**src/rtl/serial_shift_unit.sv**
```systemverilog
// serial_shift_unit
//   Multi-cycle shifter for sll/srl/sra/ror. The operand is shifted one bit
//   per clock. The count is the low SHW bits of the extended shift amount.
//   Ports:
//     clk, rst      - clock, asynchronous active-high reset
//     start         - request, sampled only while idle
//     op            - 00 sll, 01 srl, 10 sra, 11 ror
//     data_in       - operand, captured on an accepted start
//     amt_in        - extended shift amount; only amt_in[SHW-1:0] is used
//     shamt_out     - registered copy of the captured count
//     busy          - high while shifting
//     done          - one-cycle pulse when result becomes valid
//     result        - shifted value, held until the next completion
module serial_shift_unit #(
  parameter int WIDTH = 32,
  parameter int SHW   = 5
) (
  input  logic             clk,
  input  logic             rst,
  input  logic             start,
  input  logic [1:0]       op,
  input  logic [WIDTH-1:0] data_in,
  input  logic [WIDTH-1:0] amt_in,
  output logic [SHW-1:0]   shamt_out,
  output logic             busy,
  output logic             done,
  output logic [WIDTH-1:0] result
);

  typedef enum logic [1:0] {
    IDLE  = 2'd0,
    SHIFT = 2'd1,
    DONE  = 2'd2
  } state_t;

  localparam logic [SHW-1:0] CNT_ZERO = '0;
  localparam logic [SHW-1:0] CNT_ONE  = SHW'(1);

  state_t           state;
  logic [WIDTH-1:0] work;
  logic [SHW-1:0]   count;
  logic [1:0]       op_r;
  logic [WIDTH-1:0] step;

  // Upper amount bits carry no meaning here: the count is amt mod 2**SHW.
  logic unused_amt;
  assign unused_amt = ^amt_in[WIDTH-1:SHW];

  always_comb begin
    step = work;
    case (op_r)
      2'b00:   step = {work[WIDTH-2:0], 1'b0};
      2'b01:   step = {1'b0, work[WIDTH-1:1]};
      2'b10:   step = {work[WIDTH-1], work[WIDTH-1:1]};
      default: step = {work[0], work[WIDTH-1:1]};
    endcase
  end

  always_ff @(posedge clk or posedge rst) begin
    if (rst) begin
      state     <= IDLE;
      work      <= '0;
      count     <= '0;
      op_r      <= 2'b00;
      shamt_out <= '0;
      busy      <= 1'b0;
      done      <= 1'b0;
      result    <= '0;
    end else begin
      case (state)
        IDLE: begin
          done <= 1'b0;
          if (start) begin
            work      <= data_in;
            count     <= amt_in[SHW-1:0];
            shamt_out <= amt_in[SHW-1:0];
            op_r      <= op;
            if (amt_in[SHW-1:0] == CNT_ZERO) begin
              // Zero count: DONE is entered with done low and the pulse is
              // raised one edge later, giving the minimum latency of one.
              state <= DONE;
            end else begin
              state <= SHIFT;
              busy  <= 1'b1;
            end
          end
        end
        SHIFT: begin
          work  <= step;
          count <= count - CNT_ONE;
          if (count == CNT_ONE) begin
            state  <= DONE;
            busy   <= 1'b0;
            done   <= 1'b1;
            result <= step;
          end
        end
        DONE: begin
          if (done) begin
            done  <= 1'b0;
            state <= IDLE;
          end else begin
            done   <= 1'b1;
            result <= work;
          end
        end
        default: begin
          state <= IDLE;
          busy  <= 1'b0;
          done  <= 1'b0;
        end
      endcase
    end
  end

endmodule

```
**config.mk**
```make
export PLATFORM = sky130hd
export DESIGN_NAME = serial_shift_unit
export DESIGN_NICKNAME = d
export VERILOG_FILES = /design/src/rtl/serial_shift_unit.sv
export SDC_FILE = /design/constraint.sdc
export NUM_CORES = 1
export LEC_CHECK = 0
export CORE_UTILIZATION = 53
export DETAILED_ROUTE_END_ITERATION = 12
export PLACE_DENSITY = 0.95
export SETUP_SLACK_MARGIN = 0.3
export SYNTH_ARGS = -nofsm -noshare
export SYNTH_HDL_FRONTEND = slang
export SYNTH_SLANG_ARGS = --single-unit
```
**constraint.sdc**
```tcl
create_clock -name clk -period 4.49 [get_ports clk]
set_input_delay 0.898 -clock clk [delete_from_list [all_inputs] [get_ports clk]]
set_output_delay 0.898 -clock clk [all_outputs]
set_load 0.05 [all_outputs]
```
# == Yosys cells after proc, flatten, opt, wreduce, memory -nomap -nowiden ==
# Cells that the tools add are included.
# classes
n_addsub,1
mul,0
div_mod_pow,0
order_cmp,0
eq_ne,10
shift,0
mux,20
bitwise,1
n_reduce_logical,10
# op_table
cell,count
32-bit one-hot mux with 2 select lines,2
32-bit 2-to-1 mux,3
32-bit one-hot mux with 3 select lines,1
"2-bit != test, second input constant",5
5-bit one-hot mux with 2 select lines,1
2-bit 2-to-1 mux,4
2-bit one-hot mux with 3 select lines,1
3-bit AND reduction,2
"5-bit by 1-bit == test with 1-bit output, second input constant",1
5-bit logical NOT,1
1-bit 2-to-1 mux,5
5-bit 2-to-1 mux,1
"5-bit by 1-bit subtractor with 5-bit output, second input constant",1
"2-bit by 1-bit == test with 1-bit output, second input constant",2
"2-bit == test, second input constant",2
2-bit logical NOT,2
2-bit AND reduction,2
4-bit AND reduction,1
2-bit nonzero test,2
1-bit one-hot mux with 3 select lines,1
1-bit one-hot mux with 2 select lines,1
1-bit NOT,1
# totals
register_bits,80
latchBits,0
ramBits,0
romBits,0
inputBits,69
out_inout_bits,39
elab_cells,50
n_memories,0

# == Longest topological paths before layout ==
# logic_depth
ltp_word,4
mapped_depth,8
depth_no_buf,6

# == Least setup slack after synthesis ==
# No wires, ideal clock.
# synth_path
kind,input to register
startpoint,input port amt_in[1]
endpoint,register busy
setup_ns,0.126
t_arrival_ns,1.808
required_ns,4.364
setup_slack_ns,2.556
cell_stages,4
path_buffers,0
path_cell_list,or4_1 > o21ai_0 > nor3_1 > o32a_1
# synth_between
elab_chain_cells,3
# synth_lines
item,line_no,source
from (decl),23,"input logic [WIDTH-1:0] amt_in,"
5-bit logical NOT,78,if (amt_in[SHW-1:0] == CNT_ZERO) begin
2-bit != test (no source line),n/a,
4-bit AND reduction (no source line),n/a,
to (signal assigned),84,busy <= 1'b1;
to (signal assigned),93,busy <= 1'b0;
to (signal assigned),109,busy <= 1'b0;
to (decl),25,"output logic busy,"
# Every way passes these cells.
# A chain may end at the register's enable or synchronous reset.

# == Worst setup path after layout ==
# layout_path
startpoint,register state[1]
endpoint,register result[13]
# layout_between
elab_chain_cells,3
elab_cells_between_ends,7
cone_classes,eq/ne (4); mux (1); reduce/logical (2)
# layout_lines
item,line_no,source
from (decl),39,state_t state;
from (signal assigned),61,state <= IDLE;
from (signal assigned),81,state <= DONE;
from (signal assigned),83,state <= SHIFT;
2-bit == test / 2-bit by 1-bit == test with 1-bit output (equally long branches),70,case (state)
2-bit != test (no source line) / 2-bit nonzero test (equally long branches),n/a,
3-bit AND reduction (no source line),n/a,
to (signal assigned),95,result <= step;
to (signal assigned),104,result <= work;
to (decl),27,output logic [WIDTH-1:0] result
# Parallel ways exist; a longest one is shown, timed or not.

==> summary.md <==
During placement, the flow inserted port buffers numbering 80. For this run, the number of standard cells in the final layout without fillers is 580. At the worst endpoint, the required time is 4.74 ns. The initial antenna violation count came out at 0. Setup violations remaining at the end of the flow were counted as 0. Summed over all failing endpoints, the final setup total negative slack is 0 ns.

STA classifies the critical path startpoint as a register. The run finished with clean final reports. The tools report the static power due to leakage as 2.39 nW. On the final layout, the worst clock skew is 0.0127 ns. The path class of the lowest-slack min-delay path is register to register.

Using the TritonRoute via totals, the vias-per-cell ratio works out to 5.78. In the final layout, the multi-input gates occupy 2110 sq um. Power spread over the standard cell area amounts to 939 nW/um^2.

The delay contributed by the slowest stage of the critical path is 0.78 ns. The startpoint-to-endpoint class of the critical path was register to register. The share of layout cells above drive strength 1 is 13.0%, and the fill cell instance count of the final layout is 588. The critical path goes through inv_1, ha_2, inv_1, o22ai_4, buf_4, mux2_2.

Once layout is done, the placed cells without fillers occupy 5280 sq um. For this run, design rule violations remaining after detail routing come to 0. The most numerous cell type found on the critical path is sky130_fd_sc_hd__inv_1. The number of nets handed over by synthesis was 482. The run gives 0.000509 V as the worst vdd rail ir drop. The run gives 23.2% as the relative slew slack.

Portion of the clock cycle consumed by the worst path in the final layout: 68.6%. In the layout the commonest cells are sky130_fd_sc_hd__dfrtp_1 (80), sky130_fd_sc_hd__clkdlybuf4s50_1 (80), sky130_fd_sc_hd__o21ai_0 (59). For this block, the initial DRC count from the detailed router was 198. The slew at the pin with the worst max-slew slack is 1.15 ns, and the yosys synthesis warning count is 0. For the worst slack on hold paths, the log shows 0.482 ns. The final critical delay including setup and external delays was 3.08 ns.

In this run, CTS created clock tree buffers numbering 9. During I/O placement, the number of pins put on the boundary was 108. Global routing consumed, over all layers together, 23.8% of the routing resources.

Setup slack closes at 1.41 ns. The H-tree depth came out at 3. The count of inserted antenna diode cells was 0; the number of hold-repair buffers added at the cts stage was 0. The tools report the critical path capture point type as a register. The final-report max-slew violation count is 0, and the total clock sinks is 80. Summed over all nets, the half-perimeter wirelength after detailed placement is 6270 microns. In this run, distinct cell masters in the synthesized netlist total 39. After technology mapping, the gate count stands at 408.

Once the clock tree was built, the setup fixing pass inserted 0 buffers. Summing all flip-flop and latch instances after layout gives 2000 sq um. The final net count is 548. The cell sitting at the root of the clock tree is a sky130_fd_sc_hd__clkbuf_8. Sequential cells were found to cover 46.6% of the synthesized design area. The horizontal die dimension came out at 92.0 microns. Across the run, the number of max-cap violations was 0. For the data arrival time of the critical path, the log shows 3.32 ns.

Post-CTS repair changed the size of 0 cells. The growth of design area from synthesis to finish is 23.1%. Static timing analysis puts the maximum clock frequency at 0.325 GHz. Setup repair after global routing left no endpoint under its margin.

The area inside the core boundary came out at 7770 sq um. The first TritonRoute pass finished after 4 iterations. The die covers 8460 sq um. Counting flops and latches in the post-synthesis netlist gives 80. The final-report hold violation count was 0; the per-cell routed wire length was 16.2 microns. The vertical die dimension is 92.0 microns, and the global-route wire length before repair is 15800 microns. Largest driver fanout on the critical path: 38.

The via count of the first global-routing pass is 3244, and the cell count after placement is 565. The final wirelength is 9390 microns, and the post-synth design cell area is 4290 sq um. CTS clock-pin slew for the worst setup and hold paths: 0.09 ns. The number of vias after detailed routing is 3350.

Averaged over all synthesized cells, the footprint is 10.5 sq um. Clock tree buffer depth: 2. The effective utilization at floorplan is 55.3%, and the leftover overflow at the end of global routing is 0. The congestion estimate from routability-driven global placement came to 0.806. Before CTS, the worst setup slack after placement is 1.43 ns. The slowest stage of the critical path belongs to the cell sky130_fd_sc_hd__o22ai_4.

The post-detailed-placement cell area was 5100 sq um. The floorplan has 32 rows. For the worst-skew pair, the clock arrives at the later sink with an insertion delay of 0.35 ns. TritonCTS built the clock tree.

The run gives 0 as the remaining antenna violation count. Entering global routing, the biggest net connects 67 pins.
[registers in the layout, summed over array words and instances (netlist names)]
name,flops
busy,1
count,5
state,2
work,32
op_r,2
done,1
result,32
shamt_out,5
[kinds of logic (layout without fill, tap and decap cells)]
family / Yosys count / after routing / synth area share (%)
DFF: 80 / 80 / 46.6
AOI/OAI and AO/OA: 151 / 151 / 20.5
adders and majority gates: 5 / 5 / 1.46
muxes: 71 / 71 / 19.9
buffers and inverters: 37 / 107 / 4.34
and+or+nand+nor: 64 / 64 / 7.14
[report_power, final]
part / total (mW) / internal, mW / switching (mW)
logic: 3.03 / 1.31 / 1.71
registers: 1.42 / 1.10 / 0.324
clock network: 0.506 / 0.255 / 0.251
total: 4.96 / 2.67 / 2.29
[layer usage]
layer  up-vias  part of all wire [%]  GRT usage, %
met4         0                   2.1          12.4
met1      1652                    43          31.9
li1       1586                     -             -
met5         -                     0             0
met2        95                    51          37.7
met3        17                   4.0          3.40
[worst max-delay path, delay by kind of cell (launching register included)]
kind                       cells  cell delay [ns]
buffers and inverters          3             0.81
AOI/OAI and AO/OA              1             0.78
adders and majority gates      1             0.58
DFF                            1             0.43
muxes                          1             0.37
[metrics by stage]
stage          total power [mW]  utilization, %
6_report                   4.96            68.0
5_1_grt                    5.28            68.0
4_1_cts                    4.97            68.0
3_5_place_dp               4.45            65.7
3_3_place_gp               4.30            65.7
2_1_floorplan              3.75               -
[synthesized netlist by cell type (all sizes together)]
cell type  number  area, sq um
a21oi          40          200
or3             1         6.26
nor2            8         37.5
a21o           31          233
nand3           3         15.0
inv             7         26.3
a31oi           1         6.26
mux2           38          526
o21ai          70          350
nand2b          1         6.26
ha              5         62.6
dfrtp          80         2000
or4             1         7.51
a21boi          1         11.3
nand2          41          154
and2b           1         7.51
clkbuf         12         46.3
a221oi          1         8.76
mux2i          33          330
o21bai          1         7.51
buf            18          114
o211ai          1         7.51
nor3            2         10.0
o22ai           2         26.3
nor2b           1         6.26
o32a            2         20.0
a211oi          1         7.51
nor4b           2         32.5
nand4b          1         8.76
nor3b           2         15.0
[final cells by class]
class | count | share of cell area [%]
Inverter | 7 | 0.521
Sequential cell | 80 | 37.9
Tap cell | 102 | 2.42
Multi-Input combinational cell | 291 | 39.9
Clock inverter | 3 | 0.829
Clock buffer | 12 | 2.56
Timing Repair Buffer | 85 | 15.9
[worst paths after layout]
kind,slack [ns],to,start,depth (start not counted)
setup / recovery,1.41,result[13]$_DFFE_PP0P_,state[1]$_DFFE_PP0P_,6
hold / removal,0.48,result[31]$_DFFE_PP0P_,result[31]$_DFFE_PP0P_,2
setup reg to reg,1.41,result[13]$_DFFE_PP0P_,state[1]$_DFFE_PP0P_,6
hold reg to reg,0.48,result[31]$_DFFE_PP0P_,result[31]$_DFFE_PP0P_,2
max in group asynchronous,2.58,result[29]$_DFFE_PP0P_,rst,3
min in group asynchronous,1.07,result[13]$_DFFE_PP0P_,rst,2
No activity file was read; power rests on OpenSTA's default activity.
